### src/rtl/aes3_frame_transmitter_if.sv
// Sample source to transmitter handshake: one stereo sample with its V and U bits.
// The master is the audio source; the slave is the transmitter's input buffer.
interface aes3_frame_transmitter_if #(
  parameter int SAMPLE_WIDTH = 24
);
  logic [2*SAMPLE_WIDTH-1:0] sample_i;
  logic                      sample_valid_i;
  logic                      sample_ready_o;
  logic [1:0]                valid_i;
  logic [1:0]                user_i;

  modport master (
    output sample_i, sample_valid_i, valid_i, user_i,
    input  sample_ready_o
  );

  modport slave (
    input  sample_i, sample_valid_i, valid_i, user_i,
    output sample_ready_o
  );
endinterface

### src/rtl/aes3_frame_transmitter.sv
// AES3/S/PDIF biphase-mark transmitter: one-entry sample buffer, UI prescaler,
// 128-UI frame sequencer, 192-frame channel-status block with Z preamble at frame 0.
module aes3_frame_transmitter #(
  parameter int SAMPLE_WIDTH = 24,
  parameter int UI_DIV       = 1
) (
  input  logic                           clk,
  input  logic                           rst_n,
  input  logic                           halt,
  aes3_frame_transmitter_if.slave        smp,
  input  logic [191:0]                   cs_i,
  output logic                           tx_o,
  output logic                           underrun_o,
  output logic                           block_start_o
);

  localparam int PW = (UI_DIV > 1) ? $clog2(UI_DIV) : 1;
  localparam logic [PW-1:0] PRESC_MAX = PW'(UI_DIV - 1);

  localparam logic [7:0] PRE_Z = 8'b11101000;
  localparam logic [7:0] PRE_X = 8'b11100010;
  localparam logic [7:0] PRE_Y = 8'b11100100;

  logic [PW-1:0]               presc_q, presc_d;
  logic [6:0]                  ui_cnt_q, ui_cnt_d;
  logic [7:0]                  frame_cnt_q, frame_cnt_d;
  logic                        tx_q, tx_d;
  logic                        inv_q, inv_d;
  logic [191:0]                cs_q, cs_d;

  logic                        buf_full_q, buf_full_d;
  logic [2*SAMPLE_WIDTH-1:0]   buf_sample_q, buf_sample_d;
  logic [1:0]                  buf_v_q, buf_v_d;
  logic [1:0]                  buf_u_q, buf_u_d;

  logic [1:0][23:0]            frm_aud_q, frm_aud_d;
  logic [1:0]                  frm_v_q, frm_v_d;
  logic [1:0]                  frm_u_q, frm_u_d;

  logic                        tick;
  logic                        load;
  logic                        block_start;
  logic                        xfer;
  logic                        sub_b;
  logic [5:0]                  pos;
  logic [7:0]                  pre;
  logic                        cbit;
  logic                        par;
  logic [31:0]                 slots;
  logic [23:0]                 buf_al [2];

  assign tick        = !halt && (presc_q == PRESC_MAX);
  assign load        = tick && (ui_cnt_q == 7'd7);
  assign block_start = tick && (ui_cnt_q == 7'd0) && (frame_cnt_q == 8'd0);

  assign smp.sample_ready_o = rst_n && !buf_full_q;
  assign xfer               = smp.sample_valid_i && smp.sample_ready_o;

  assign tx_o          = tx_q;
  assign underrun_o    = rst_n && load && !buf_full_q;
  assign block_start_o = rst_n && block_start;

  // Buffered samples are MSB-aligned to slot 27 so narrow widths leave the low slots at 0.
  for (genvar gi = 0; gi < 2; gi++) begin : g_align
    assign buf_al[gi] = 24'(buf_sample_q[gi*SAMPLE_WIDTH +: SAMPLE_WIDTH]) << (24 - SAMPLE_WIDTH);
  end

  assign sub_b = ui_cnt_q[6];
  assign pos   = ui_cnt_q[5:0];
  assign pre   = sub_b ? PRE_Y : ((frame_cnt_q == 8'd0) ? PRE_Z : PRE_X);
  assign cbit  = cs_q[frame_cnt_q];
  assign par   = ^{cbit, frm_u_q[sub_b], frm_v_q[sub_b], frm_aud_q[sub_b]};
  // Indexed by slot number: bits 3:0 are the preamble slots and never read.
  assign slots = {par, cbit, frm_u_q[sub_b], frm_v_q[sub_b], frm_aud_q[sub_b], 4'b0000};

  always_comb begin
    presc_d      = presc_q;
    ui_cnt_d     = ui_cnt_q;
    frame_cnt_d  = frame_cnt_q;
    tx_d         = tx_q;
    inv_d        = inv_q;
    cs_d         = cs_q;
    buf_full_d   = buf_full_q;
    buf_sample_d = buf_sample_q;
    buf_v_d      = buf_v_q;
    buf_u_d      = buf_u_q;
    frm_aud_d    = frm_aud_q;
    frm_v_d      = frm_v_q;
    frm_u_d      = frm_u_q;

    if (!halt) begin
      presc_d = tick ? '0 : presc_q + 1'b1;
    end

    if (tick) begin
      ui_cnt_d = ui_cnt_q + 7'd1;
      if (ui_cnt_q == 7'd127) begin
        frame_cnt_d = (frame_cnt_q == 8'd191) ? 8'd0 : frame_cnt_q + 8'd1;
      end
      if (block_start) begin
        cs_d = cs_i;
      end

      // Preamble polarity follows the line level left by the previous subframe.
      if (pos < 6'd8) begin
        if (pos == 6'd0) begin
          inv_d = tx_q;
          tx_d  = pre[7] ^ tx_q;
        end else begin
          tx_d  = pre[~pos[2:0]] ^ inv_q;
        end
      end else if (!pos[0]) begin
        tx_d = ~tx_q;
      end else begin
        tx_d = tx_q ^ slots[pos[5:1]];
      end
    end

    if (load) begin
      if (buf_full_q) begin
        frm_aud_d[0] = buf_al[0];
        frm_aud_d[1] = buf_al[1];
        frm_v_d      = buf_v_q;
        frm_u_d      = buf_u_q;
        buf_full_d   = 1'b0;
      end else begin
        frm_aud_d = '0;
        frm_v_d   = 2'b11;
        frm_u_d   = 2'b00;
      end
    end

    // Only possible while the buffer is empty, so it never collides with the load above.
    if (xfer) begin
      buf_sample_d = smp.sample_i;
      buf_v_d      = smp.valid_i;
      buf_u_d      = smp.user_i;
      buf_full_d   = 1'b1;
    end
  end

  always_ff @(posedge clk) begin
    if (!rst_n) begin
      presc_q      <= '0;
      ui_cnt_q     <= '0;
      frame_cnt_q  <= '0;
      tx_q         <= 1'b0;
      inv_q        <= 1'b0;
      cs_q         <= '0;
      buf_full_q   <= 1'b0;
      buf_sample_q <= '0;
      buf_v_q      <= '0;
      buf_u_q      <= '0;
      frm_aud_q    <= '0;
      frm_v_q      <= '0;
      frm_u_q      <= '0;
    end else begin
      presc_q      <= presc_d;
      ui_cnt_q     <= ui_cnt_d;
      frame_cnt_q  <= frame_cnt_d;
      tx_q         <= tx_d;
      inv_q        <= inv_d;
      cs_q         <= cs_d;
      buf_full_q   <= buf_full_d;
      buf_sample_q <= buf_sample_d;
      buf_v_q      <= buf_v_d;
      buf_u_q      <= buf_u_d;
      frm_aud_q    <= frm_aud_d;
      frm_v_q      <= frm_v_d;
      frm_u_q      <= frm_u_d;
    end
  end

endmodule

### src/flat_wrapper.sv
// flat-port wrapper written by rule: the top's interface ports become plain ports
module aes3_frame_transmitter_flat 
#(
  parameter int SAMPLE_WIDTH = 24,
  parameter int UI_DIV       = 1
)
  (clk, rst_n, halt, cs_i, tx_o, underrun_o, block_start_o, smp_sample_i, smp_sample_valid_i, smp_valid_i, smp_user_i, smp_sample_ready_o);
  aes3_frame_transmitter_if #(.SAMPLE_WIDTH(SAMPLE_WIDTH)) smp_i ();
  input  logic clk;
  input  logic rst_n;
  input  logic halt;
  input  logic [191:0] cs_i;
  output logic tx_o;
  output logic underrun_o;
  output logic block_start_o;
  input wire logic [$bits(smp_i.sample_i)-1:0] smp_sample_i;
  input wire logic [$bits(smp_i.sample_valid_i)-1:0] smp_sample_valid_i;
  input wire logic [$bits(smp_i.valid_i)-1:0] smp_valid_i;
  input wire logic [$bits(smp_i.user_i)-1:0] smp_user_i;
  output wire logic [$bits(smp_i.sample_ready_o)-1:0] smp_sample_ready_o;
  assign smp_i.sample_i = smp_sample_i;
  assign smp_i.sample_valid_i = smp_sample_valid_i;
  assign smp_i.valid_i = smp_valid_i;
  assign smp_i.user_i = smp_user_i;
  assign smp_sample_ready_o = smp_i.sample_ready_o;
  aes3_frame_transmitter #(.SAMPLE_WIDTH(SAMPLE_WIDTH), .UI_DIV(UI_DIV)) u_core (.clk(clk), .rst_n(rst_n), .halt(halt), .smp(smp_i), .cs_i(cs_i), .tx_o(tx_o), .underrun_o(underrun_o), .block_start_o(block_start_o));
endmodule
### config.mk
export PLATFORM = sky130hd
export DESIGN_NAME = aes3_frame_transmitter_flat
export DESIGN_NICKNAME = d
export VERILOG_FILES = /design/src/rtl/aes3_frame_transmitter_if.sv /design/src/rtl/aes3_frame_transmitter.sv /design/src/flat_wrapper.sv
export SDC_FILE = /design/constraint.sdc
export NUM_CORES = 1
export LEC_CHECK = 0
export CAP_MARGIN = 20
export CELL_PAD_IN_SITES_DETAIL_PLACEMENT = 1
export CELL_PAD_IN_SITES_GLOBAL_PLACEMENT = 1
export CORE_MARGIN = 5
export CORE_UTILIZATION = 30
export DETAILED_ROUTE_END_ITERATION = 6
export GPL_TIMING_DRIVEN = 0
export PLACE_DENSITY_LB_ADDON = 0.1
export SLEW_MARGIN = 10
export SYNTH_ARGS = -nofsm -noshare
export SYNTH_HDL_FRONTEND = slang
export SYNTH_SLANG_ARGS = --single-unit
export TNS_END_PERCENT = 10
### constraint.sdc
create_clock -name clk -period 3.3 [get_ports clk]
set_input_delay 0.66 -clock clk [delete_from_list [all_inputs] [get_ports clk]]
set_output_delay 0.66 -clock clk [all_outputs]
set_load 0.02 [all_outputs]
==> results of run 1 <==
state kept, by name, summed over array words and instances, names as in the netlist:
name                 flops
u_core.buf_v_q           2
u_core.buf_sample_q     48
u_core.presc_q           1
u_core.buf_u_q           2
u_core.ui_cnt_q          7
u_core.frm_v_q           2
u_core.buf_full_q        1
u_core.frm_aud_q        48
u_core.frm_u_q           2
u_core.inv_q             1
u_core.frame_cnt_q       8
u_core.cs_q            192
u_core.tx_o              1
final cells by class:
type                    instances  area [sq um]  share of cell area
repair buffers                263          2620              0.1415
inverters                      10         38.79            0.002094
clock inverters                 8         70.07            0.003783
multi-input cells            1176          6914              0.3733
clock buffers                  54          1145             0.06181
plain buffers                 129         668.1             0.03607
well taps                     600         750.7             0.04053
flip-flops and latches        315          6315              0.3409
worst max-delay path: stages (launching register included):
cell and delay, ps:
dfxtp_4 360, buf_12 150, buf_16 160, buf_12 160
inv_1 180, ha_1 250, nand3_2 150, nor4_4 340
buf_4 210
cell usage after synthesis (2+ instances only):
master	n
or3_1	7
xnor2_1	19
mux2_2	6
xnor3_1	2
buf_4	4
nand4_1	3
o221ai_1	8
a22oi_1	4
a311o_1	3
nor3b_1	2
nand3_1	110
mux4_1	8
mux2i_1	34
nand3b_1	4
o21ai_0	10
nor3_1	10
buf_2	8
and2_1	3
a31oi_1	2
a221oi_1	4
nand2b_1	2
clkinv_1	2
a211oi_1	2
clkbuf_1	111
a21oi_1	253
ha_1	4
nand2_1	554
buf_6	2
nor2_1	24
inv_1	8
nor4_1	2
dfxtp_1	315
mux4_2	46
xor2_1	26
buf_1	8
a22o_1	3
nor2b_1	5
per-layer routing:
metal / vias up / GRT usage / share of wire
li1: 6143 / - / -
met1: 5921 / 0.2787 / 0.50
met2: 245 / 0.2991 / 0.44
met3: 51 / 0.03474 / 0.046
met4: 0 / 0.04209 / 0.016
met5: - / 0 / 0
placed cells by master, fill, tap and decap left out, types with 4 or more instances in the layout:
master	n
nor3_1	8
buf_12	6
ha_1	4
nor2_1	23
clkbuf_1	103
nand3b_1	4
dfxtp_1	312
buf_1	5
o221ai_1	8
mux2_2	6
nand3_1	108
clkbuf_2	8
clkdlybuf4s50_1	249
clkinv_2	6
inv_1	8
a21oi_1	251
buf_4	15
buf_2	4
xnor2_1	19
clkbuf_8	8
nand2_1	554
xor2_1	26
mux4_1	8
mux4_2	46
clkbuf_16	41
mux2i_1	32
o21ai_0	10
nor2b_1	5
or3_1	6
buf_8	4
timing repair:
action,CTS,global route
gates cloned,0,0
hold endpoints to repair,0,0
setup endpoints to repair,190,58
pin swaps,3,6
gates resized for setup,58,32
setup buffers,3,9
kinds of logic (layout without fill, tap and decap cells):
kind of cell / Yosys count / count (layout)
XOR/XNOR: 47 / 47
adder cells (fa/ha/maj): 4 / 4
AND/OR/NAND/NOR: 731 / 731
AO/OA/AOI/OAI: 300 / 300
multiplexers: 94 / 94
buffers and inverters: 144 / 464
flip-flops: 315 / 315
worst min-delay path by stage:
stage | endpoint | cells past startpoint
floorplan | u_core.cs_q[137]$_SDFFE_PN0P_ | 2
global route | u_core.cs_q[72]$_SDFFE_PN0P_ | 2
global placement | u_core.cs_q[182]$_SDFFE_PN0P_ | 2
CTS | u_core.cs_q[72]$_SDFFE_PN0P_ | 2
finish | u_core.cs_q[165]$_SDFFE_PN0P_ | 2
detailed placement | u_core.cs_q[72]$_SDFFE_PN0P_ | 2
power groups by stage:
stage	logic [mW]	clock network (mW)	registers, mW
after floorplan	0.578	0	4.20
after CTS	1.14	4.24	4.16
after global routing	1.26	4.38	4.19
after detailed placement	1.13	0	4.24
final	1.13	4.12	4.16
after global placement	1.11	0	4.23
metrics by stage:
| step | TNS, ps | util | worst slack, ps | total power, mW |
|---|---|---|---|---|
| after detailed placement | -104460 | 0.3750 | -1161 | 5.372 |
| after CTS | 0 | 0.4059 | 0.4641 | 9.542 |
| after global routing | -2.746 | 0.4099 | -2.746 | 9.827 |
| after global placement | -120480 | 0.3748 | -1105 | 5.345 |
| after floorplan | 0 | - | 301.9 | 4.778 |
| final | 0 | 0.4099 | 139.4 | 9.412 |
==> results.txt, run 1 <==
Status: complete, no violations
Sequential share of power: 0.442
Hold WS: 449.8 ps
CTS tree: yes
Remaining DRCs: 0
Gr ovfl total: 0
Simple-Gate Fraction of Synth Area: 0.2191
Placed instance area: 16,940 sq um
Switching share of total power: 0.2519
Initial antenna violation count: 0
Worst R2R Path Depth: 12
Clock transition at path regs: 60 ps
Clock Latency Late Sink: 550 ps
Ports: 252
Layout area overhead: 35.45%
Post-Route WL: 49.31 mm
Combinational share of power: 0.120
Post-route antenna net violation count: 0
Final hold violations: 0
GRT Total Usage: 0.1921
Clock Tree Root: clkbuf_16
Syn_nets: 1,887
Critical Path Fanout Max: 10
Worst Setup Start Kind: register
Synth top area share: 0.4612
Die Ht: 223.5 microns
Htree depth: 2
Wire per inst: 19.30 microns
Die area: 49,950 sq um
Worst setup path endpoint: block_start_o
Crit end category: output pin
Max frequency: 0.3164 GHz
Worst Setup SP: u_core.frame_cnt_q[0]$_SDFFE_PN0P_
Site Rows: 78
Synth async-reset ratio: 0
Area contributors post-synth: dfxtp_1 46%, nand2_1 15%, a21oi_1 9.3%, mux4_2 7.6%, nand3_1 4.0%
Internal power: 7.041 mW
Diode count: 0
Clk sink count: 315
Layout cells sized above 1: 0.09054
Avg Cell Area, Syn: 8.364 sq um
Placed cells: 2,486
Reg2Reg Capture Point: u_core.tx_o$_SDFFE_PN0P_
Mapped Cells: 1,635
Synthesized flop and latch total: 315
Largest net degree at the start of global routing: 17
Min-delay src: u_core.cs_q[165]$_SDFFE_PN0P_
Sw Pwr: 2.370 mW
Non-Filler Instances: 2,555
Adder-Cell Fraction of Synth Area: 0.003660
DR vias/cell: 4.838
Hold-fix buffers at CTS: 0
Leak: 6.826 nW
Pwr per Cell Area: 508.1 nW/um^2
Ys Warns: 0
Clock network power share: 0.438
Tmin final: 3161 ps
Nets@finish: 2,185
Mapped Area: 13,670 sq um
Initial Util: 0.3026
Drt pass-1 iters: 5
Post-synthesis mux area share: 0.1210
Area leader, netlist: dfxtp_1
Post-synth EDFFs: 0
Kind of critical path: register to output pin
MaxCap Viol Count: 0
Die width: 223.5 microns
Compound-cell area share of the yosys netlist: 0.1194
CTS Buf Count: 38
Hold Path Class: register to register
HPWL Detailed: 37.57 mm
Distinct cells, synth: 54
DR vias: 12,360
Fillers: 5,378
PortBufs: 251
Fin crit share: 0.9578
First-pass GRT wire length: 76.09 mm
Peak supply drop: 0.2436 mV
FF-to-FF setup slack: 160 ps
Post-route cell area: 18,520 sq um
Max Transition Viols Final: 0
# setup viols final: 0
Post-synth top flop: dfxtp_1
Vias in the first global route: 13,229
Main combinational cell family by area after synthesis: simple AND/OR/NAND/NOR gates
Max transition margin: 0.4803
Clock skew: 22.85 ps
Worst EP arrival: 2500 ps
Clk buf depth: 3
Core area: 45,190 sq um
Worst endpoint required time: 2640 ps
GPL Wtd Cong: 0.8060
Slew @ Worst Pin: 779.6 ps
Drt initial violations: 625
Sequential element share of the synthesized area: 0.4612
RR Startpoint: u_core.frame_cnt_q[0]$_SDFFE_PN0P_
XOR/XNOR share of the synthesized area: 0.03212
No activity file was read; power rests on OpenSTA's default activity.
==> run 2, diff against run 1 <==
- ABC_AREA: default -> 1
==> run 2 against run 1 <==
  * Maximum frequency is 2.2% lower
  * Via count up 25%
  * Clock skew increased by 1.6 ps
  * Global-route usage increased by 3.8 points
  * Clock power decreased by 1%
  * Total power rose by 2.0%
  * Combinational power is 14% higher
  * Sequential share of layout area shrank 0.96 points
  * Count of clock-buffer cells in the layout rose by 1
  * Critical endpoint unchanged
  * Largest power group unchanged
  * Highest routed layer unchanged
==> results.txt, run 2 <==
Status: complete, no violations
Drt initial violations: 1,038 (+66%)
GRT Total Usage: 0.2296 (+0.03751)
Most Frequent Cell on Critical Path: nor2_2
Sequential element share of the synthesized area: 0.4358 (-0.02536)
Largest net degree at the start of global routing: 20 (+3)
DR vias/cell: 4.970 (+2.7%)
PortBufs: 251 (unchanged)
Clock skew: 24.46 ps (+1.609 ps)
Largest reg by FF count: u_core.cs_q
Reg2Reg Capture Point: u_core.tx_o$_SDFFE_PN0P_
Ys Warns: 0 (unchanged)
Die width: 229.6 microns (+2.7%)
WHS Endpoint: u_core.presc_q$_SDFFE_PN0N_
Leak: 7.833 nW (+15%)
Worst path max stage delay: 400 ps (+40 ps)
Clock Tree Root: clkbuf_16
Initial antenna violation count: 0 (unchanged)
Ports: 252 (unchanged)
First-pass GRT wire length: 93.47 mm (+23%)
Most frequent cells in the layout: 586 x nand2_1, 314 x dfxtp_1, 249 x clkdlybuf4s50_1, 232 x a21oi_1, 224 x o21ai_0
Avg Cell Area, Syn: 6.650 sq um (-20%)
Post-Route WL: 62.60 mm (+27%)
Mapped Area: 14,470 sq um (+5.8%)
Max Transition Viols Final: 0 (unchanged)
Core area: 47,750 sq um (+5.7%)
Worst EP arrival: 2570 ps (+70 ps)
Most common cell in the synthesized netlist: nand2_1
Post-synth top cells: 587 x nand2_1, 315 x dfxtp_1, 232 x a21oi_1, 224 x o21ai_0, 201 x inv_1
Post-synth EDFFs: 0 (unchanged)
Fillers: 6,053 (+13%)
Post-synth top flop: dfxtp_1
Biggest regs: u_core.cs_q (192), u_core.buf_sample_q (48), u_core.frm_aud_q (48)
# setup viols final: 0 (unchanged)
MaxCap Viol Count: 0 (unchanged)
Fin crit share: 0.9795 (+0.02170)
Final hold violations: 0 (unchanged)
HPWL Detailed: 48.52 mm (+29%)
Unrepaired setup endpoints after global routing: yes
Worst Setup Start Kind: register
Htree depth: 2 (unchanged)
Remaining DRCs: 0 (unchanged)
Synth async-reset ratio: 0 (unchanged)
Switching share of total power: 0.2698 (+0.01792)
Drt pass-1 iters: 4 (-1)
Internal power: 7.008 mW (-0.47%)
Worst Setup SP: u_core.frame_cnt_q[1]$_SDFFE_PN0P_
Min-delay src: u_core.presc_q$_SDFFE_PN0N_
Diode count: 0 (unchanged)
Layout cells sized above 1: 0.04697 (-0.04357)
Wire per inst: 20.15 microns (+4.4%)
Die Ht: 229.6 microns (+2.7%)
Buf/Inv on CP: 3 (-2)
Met3 Usage GRT: 0.03431 (-0.0004292)
Commonest non-fill, non-tap cell in the layout: nand2_1
M2 GR Usage: 0.3476 (+0.04845)
Combinational share of power: 0.134 (+0.014)
Max stage delay cell, worst path: inv_2
GPL Wtd Cong: 0.8782 (+9.0%)
Initial Util: 0.3031 (+0.0004410)
Crit end category: output pin
Clk buf depth: 3 (unchanged)
Critical Path Fanout Max: 19 (+9)
Max FFs per register: 192 (unchanged)
CTS Buf Count: 38 (unchanged)
Pwr per Cell Area: 504.2 nW/um^2 (-0.78%)
Max transition margin: 0.3561 (-0.1241)
Synth top area share: 0.4358 (-0.02536)
Worst R2R Path Depth: 24 (+12)
RR Startpoint: u_core.frame_cnt_q[2]$_SDFFE_PN0P_
Area leader, netlist: dfxtp_1
Clk sink count: 315 (unchanged)
Clock network power share: 0.423 (-0.015)
DR vias: 15,437 (+25%)
Cell Chain, Critical Path: inv_2, ha_1, nand3_1, nor2_2, nand2_4, clkbuf_16, nor2_2, clkdlybuf4s15_2
Layer with the highest usage: met2
Site Rows: 80 (+2.6%)
Sequential share of power: 0.442 (about the same)
Top delay family on crit path: buffers and inverters
Pwr Total: 9.597 mW (+2.0%)
Vias in the first global route: 15,731 (+19%)
Final Core Density: 0.3987 (-0.01123)
Post-route antenna net violation count: 0 (unchanged)
Max frequency: 0.3094 GHz (-2.2%)
Clock Latency Late Sink: 560 ps (about the same)
Gr ovfl total: 0 (unchanged)
CTS tree: yes
Final Worst Setup Slack: 67.80 ps (-71.62 ps)
Layout area overhead: 31.54%
Nets@finish: 2,719 (+24%)
WHS Path Cells: 2 (unchanged)
Area contributors post-synth: dfxtp_1 44%, nand2_1 15%, a21oi_1 8.0%, o21ai_0 7.7%, nand3_1 6.7%
Clock transition at path regs: 60 ps (about the same)
Die area: 52,730 sq um (+5.6%)
Kind of critical path: register to output pin
Hold Path Class: register to register
Tmin final: 3232 ps (+71.62 ps)
Syn_nets: 2,428 (+29%)
Met1 GRT Util: 0.3407 (+0.06196)
Peak supply drop: 0.2911 mV (+20%)
Mapped Cells: 2,176 (+33%)
Setup WS pre-CTS: -1447 ps (-286.2 ps)
Worst endpoint required time: 2640 ps (about the same)
Sw Pwr: 2.589 mW (+9.2%)
Synthesized flop and latch total: 315 (unchanged)
FF-to-FF setup slack: 170 ps (about the same)
Slew @ Worst Pin: 965.8 ps (+186.2 ps)
Distinct cells, synth: 31 (-43%)
[run 2: layout make-up]
cell class | instances | area (sq um) | area share
multi-input cells | 1500 | 6760 | 0.3552
plain buffers | 150 | 699.4 | 0.03674
inverters | 208 | 787.0 | 0.04135
well taps | 615 | 769.5 | 0.04043
flip-flops and latches | 315 | 6307 | 0.3314
repair buffers | 254 | 2539 | 0.1334
clock inverters | 9 | 87.58 | 0.004601
clock buffers | 55 | 1085 | 0.05699
[run 2: power groups by stage]
| stage | clock [mW] | sequential [mW] | combinational (mW) |
|---|---|---|---|
| final | 4.06 | 4.25 | 1.29 |
| after floorplan | 0 | 4.27 | 0.663 |
| after global placement | 0 | 4.31 | 1.24 |
| after detailed placement | 0 | 4.32 | 1.28 |
| after CTS | 4.16 | 4.24 | 1.29 |
| after global routing | 4.30 | 4.27 | 1.44 |
[run 2: layer usage]
layer,share of wire,vias up
li1,-,7630
met1,0.50,7359
met2,0.42,375
met3,0.055,73
met4,0.024,0
met5,0,-
[run 2: timing repair]
action                     CTS  global route
hold buffers                 0             0
hold endpoints to repair     0             0
setup buffers                2             0
gates cloned                 0             0
resized for setup           26            27
setup endpoints to repair  120             4
pin swaps                    1             0
[run 2: how the worst max path moves through the flow]
| stage | cells after the start | endpoint | slack [ps] |
|---|---|---|---|
| 6_report | 8 | block_start_o | 70 |
| 5_1_grt | 23 | u_core.tx_o$_SDFFE_PN0P_ | -80 |
| 4_1_cts | 22 | u_core.tx_o$_SDFFE_PN0P_ | 9 |
| 3_5_place_dp | 9 | block_start_o | -1450 |
| 3_3_place_gp | 9 | block_start_o | -1420 |
| 2_1_floorplan | 9 | block_start_o | 570 |
[run 2: cells by family (layout without fill, tap and decap cells)]
kind of cell	count (synthesis)	count (layout)	synth area share
AOI/OAI and AO/OA	517	517	0.1870
xor gates and xnor gates	4	4	0.002422
adders and majority gates	4	4	0.003459
buffers and inverters	361	676	0.09961
DFF	315	315	0.4358
and+or+nand+nor	975	975	0.2717
[run 2: metrics by stage]
step	area [sq um]	hold slack [ps]	instances	setup TNS, ps
6_report	19030	444.7	3106	0
3_3_place_gp	17750	420.3	3042	-63390
2_1_floorplan	14470	410.1	2176	0
3_5_place_dp	17770	428.7	3043	-44510
5_1_grt	19030	467.1	3106	-123.0
4_1_cts	19020	449.2	3106	0
[run 2: worst register-to-register path, stage by stage (launching register included)]
cell      delay (ps)
dfxtp_1          310
clkbuf_2         240
inv_1            230
nor2_4           260
clkbuf_4         290
nand3_1          260
nand2_1          130
nor2_1            60
nand2_1           80
nand3_1           90
nand2_1          160
nand2_1           90
nand2_1           60
nor2_1            30
nand2_1           50
nand3_1           70
nand2_1           70
nand2_1           50
nand2_1           70
nand2_1           50
nand2_1          100
nand2_1           70
nand2_1           60
nand3_1           60
a21oi_1          120
==> run 3, diff against run 2 <==
--- a/config.mk
+++ b/config.mk
@@ -9,6 +9,6 @@
 export CAP_MARGIN = 20
-export CELL_PAD_IN_SITES_DETAIL_PLACEMENT = 1
-export CELL_PAD_IN_SITES_GLOBAL_PLACEMENT = 1
+export CELL_PAD_IN_SITES_DETAIL_PLACEMENT = 0
+export CELL_PAD_IN_SITES_GLOBAL_PLACEMENT = 2
 export CORE_MARGIN = 5
-export CORE_UTILIZATION = 30
+export CORE_UTILIZATION = 29
 export DETAILED_ROUTE_END_ITERATION = 6
--- a/constraint.sdc
+++ b/constraint.sdc
@@ -3,2 +3,2 @@
 set_output_delay 0.66 -clock clk [all_outputs]
-set_load 0.02 [all_outputs]
+set_load 0.1 [all_outputs]
==> run 3 against run 2 <==
  * Global-route usage fell by 0.88 points
  * Via count shrank 2.6%
  * Wire length decreased by 1.7%
  * First-iteration DRC count grew 1.3%
  * Register-to-register slack lost 50 ps
  * Clock power up 5.7%
  * Critical path type unchanged
==> results.txt, run 3 (synthesis gave the netlist of run 2 again) <==
Worst EP arrival: 2610 ps (+40 ps)
GRT Total Usage: 0.2208 (-0.008779)
Setup WS pre-CTS: -2005 ps (-557.8 ps)
Worst endpoint required time: 2640 ps (about the same)
Post-route cell area: 19,200 sq um (+0.88%)
Setup TNS: 0 ps (unchanged)
DR vias/cell: 4.762 (-4.2%)
Site Rows: 81 (+1.3%)
Clock Latency Late Sink: 570 ps (about the same)
Largest reg by FF count: u_core.cs_q
Drt initial violations: 1,051 (+1.3%)
Final Core Density: 0.3907 (-0.008006)
Die Ht: 233.4 microns (+1.6%)
Largest net degree at the start of global routing: 20 (unchanged)
Initial antenna violation count: 2 (+2)
Reg2Reg Capture Point: u_core.cs_q[168]$_SDFFE_PN0P_
Worst Setup Start Kind: register
Layout cells sized above 1: 0.04731 (+0.0003445)
Die area: 54,460 sq um (+3.3%)
Max FFs per register: 192 (unchanged)
WHS Path Cells: 2 (unchanged)
Clock skew: 34.46 ps (+9.995 ps)
Placed instance area: 17,820 sq um (+0.30%)
PortBufs: 251 (unchanged)
GPL Wtd Cong: 0.8605 (-2.0%)
FF-to-FF setup slack: 120 ps (-50 ps)
FF+latch area: 6307 sq um (unchanged)
Critical Path Fanout Max: 19 (unchanged)
Leak: 7.873 nW (+0.51%)
Final Worst Setup Slack: 30.89 ps (-36.91 ps)
Remaining DRCs: 0 (unchanged)
Gr ovfl total: 0 (unchanged)
Nets@finish: 2,719 (unchanged)
Post-route antenna net violation count: 0 (unchanged)
HPWL Detailed: 47.06 mm (-3.0%)
Clk sink count: 315 (unchanged)
Cell Chain, Critical Path: buf_2, inv_2, buf_6, ha_1, nand3_1, nor2_2, nand2_4, clkbuf_16, nor2_4, buf_12
Ports: 252 (unchanged)
Metal3 WL: 4.150 mm (+21%)
Max frequency: 0.3059 GHz (-1.1%)
Die width: 233.4 microns (+1.6%)
Clk buf depth: 3 (unchanged)
Drt pass-1 iters: 5 (+1)
Max stage delay cell, worst path: dfxtp_1
Min-delay src: u_core.frm_aud_q[42]$_SDFFE_PN0P_
Initial Util: 0.2944 (-0.008679)
Worst path max stage delay: 320 ps (-80 ps)
Max transition margin: 0.2627 (-0.09345)
Htree depth: 2 (unchanged)
Pwr Total: 9.820 mW (+2.3%)
Hold Path Class: register to register
Wire per inst: 19.48 microns (-3.3%)
Most frequent cells in the layout: 586 x nand2_1, 314 x dfxtp_1, 248 x clkdlybuf4s50_1, 232 x a21oi_1, 224 x o21ai_0
Status: complete, no violations
DR vias: 15,037 (-2.6%)
Uppermost layer routed: met5
Worst R2R Path Depth: 12 (-50%)
CTS tree: yes
MaxCap Viol Count: 0 (unchanged)
WHS Endpoint: u_core.frm_aud_q[42]$_SDFFE_PN0P_
CTS Buf Count: 38 (unchanged)
Layout area overhead: 32.70%
Unrepaired setup endpoints after global routing: yes
Tmin final: 3269 ps (+36.91 ps)
Fin crit share: 0.9906 (+0.01118)
RR Startpoint: u_core.frame_cnt_q[0]$_SDFFE_PN0P_
Kind of critical path: register to output pin
Commonest non-fill, non-tap cell in the layout: nand2_1
Max Transition Viols Final: 0 (unchanged)
Slew @ Worst Pin: 1106 ps (+140.2 ps)
Crit end category: output pin
Vias in the first global route: 14,630 (-7.0%)
Met2 wire len: 24.77 mm (-5.3%)
Biggest regs: u_core.cs_q (192), u_core.buf_sample_q (48), u_core.frm_aud_q (48)
Metal1 wirelength: 31.45 mm (about the same)
Pwr per Cell Area: 511.4 nW/um^2 (+1.4%)
Clock Tree Root: clkbuf_16
Diode count: 0 (unchanged)
Top delay family on crit path: buffers and inverters
Post-Route WL: 61.53 mm (-1.7%)
Core area: 49,150 sq um (+2.9%)
# setup viols final: 0 (unchanged)
Buf/Inv on CP: 5 (+2)
Final hold violations: 0 (unchanged)
Peak supply drop: 0.3363 mV (+16%)
Fillers: 5,416 (-11%)
Clock transition at path regs: 70 ps (about the same)
First-pass GRT wire length: 90.59 mm (-3.1%)
Area of the multi-input gates: 6780 sq um (+0.30%)
==> run 3: cell count changes in the layout (fill, tap and decap cells not counted), moves of 2 or more <==
cell | before | now
buf_6 | 6 | 8
buf_8 | 2 | 0
clkbuf_1 | 110 | 112
clkbuf_2 | 12 | 8
clkbuf_8 | 7 | 10
clkinv_2 | 5 | 3
nor2_4 | 1 | 3
==> run 3: how the worst max path moves through the flow <==
stage	startpoint	endpoint	slack, ps	depth (start not counted)
after floorplan	halt	underrun_o	-20	6
after global placement	halt	block_start_o	-1960	9
after detailed placement	halt	block_start_o	-2000	9
after CTS	u_core.frame_cnt_q[0]$_SDFFE_PN0P_	block_start_o	-110	10
after global routing	u_core.frame_cnt_q[0]$_SDFFE_PN0P_	u_core.tx_o$_SDFFE_PN0P_	-40	22
final	u_core.frame_cnt_q[0]$_SDFFE_PN0P_	block_start_o	30	10
==> run 3: cell type report <==
cell class                 instances  area share
clock buffer                      59     0.05995
multi-input combinational       1500      0.3531
inverter                         208     0.04085
clock inverter                     8    0.005799
buffer                           150     0.03603
timing repair buffer             254      0.1325
sequential                       315      0.3285
tap                              664     0.04327
==> run 3: stage by stage <==
| step | instances | hold slack [ps] |
|---|---|---|
| 2_1_floorplan | 2176 | 410.1 |
| 4_1_cts | 3155 | 448.1 |
| 3_5_place_dp | 3091 | 426.0 |
| 3_3_place_gp | 3091 | 418.2 |
| 6_report | 3158 | 449.0 |
| 5_1_grt | 3158 | 462.9 |
==> run 3: power breakdown <==
part           internal (mW)  total (mW)  switching [mW]
clock                   2.56        4.29            1.73
sequential              4.10        4.24           0.139
combinational          0.553        1.29           0.739
total                   7.22        9.82            2.60
==> run 3: worst reg2reg max path: stages (launching register included) <==
cell	delay [ps]
dfxtp_1	340
buf_2	220
inv_2	120
buf_6	180
ha_1	210
nand3_1	190
nor2_2	70
nand2_4	110
buf_4	160
clkbuf_1	510
clkbuf_1	490
o21ai_0	320
a21oi_1	180
==> run 3: per-layer routing <==
layer	vias to the layer above	global-route usage
li1	7632	-
met1	6942	0.3373
met2	387	0.3174
met3	74	0.04643
met4	2	0.04900
met5	-	0
==> run 3: timing repair <==
| action | 4_1_cts | 5_1_grt |
|---|---|---|
| resized for setup | 37 | 22 |
| setup endpoints to repair | 161 | 3 |
| hold buffers | 0 | 0 |
| pin swaps | 0 | 1 |
| buffers inserted | 0 | 3 |
| cloned | 0 | 0 |
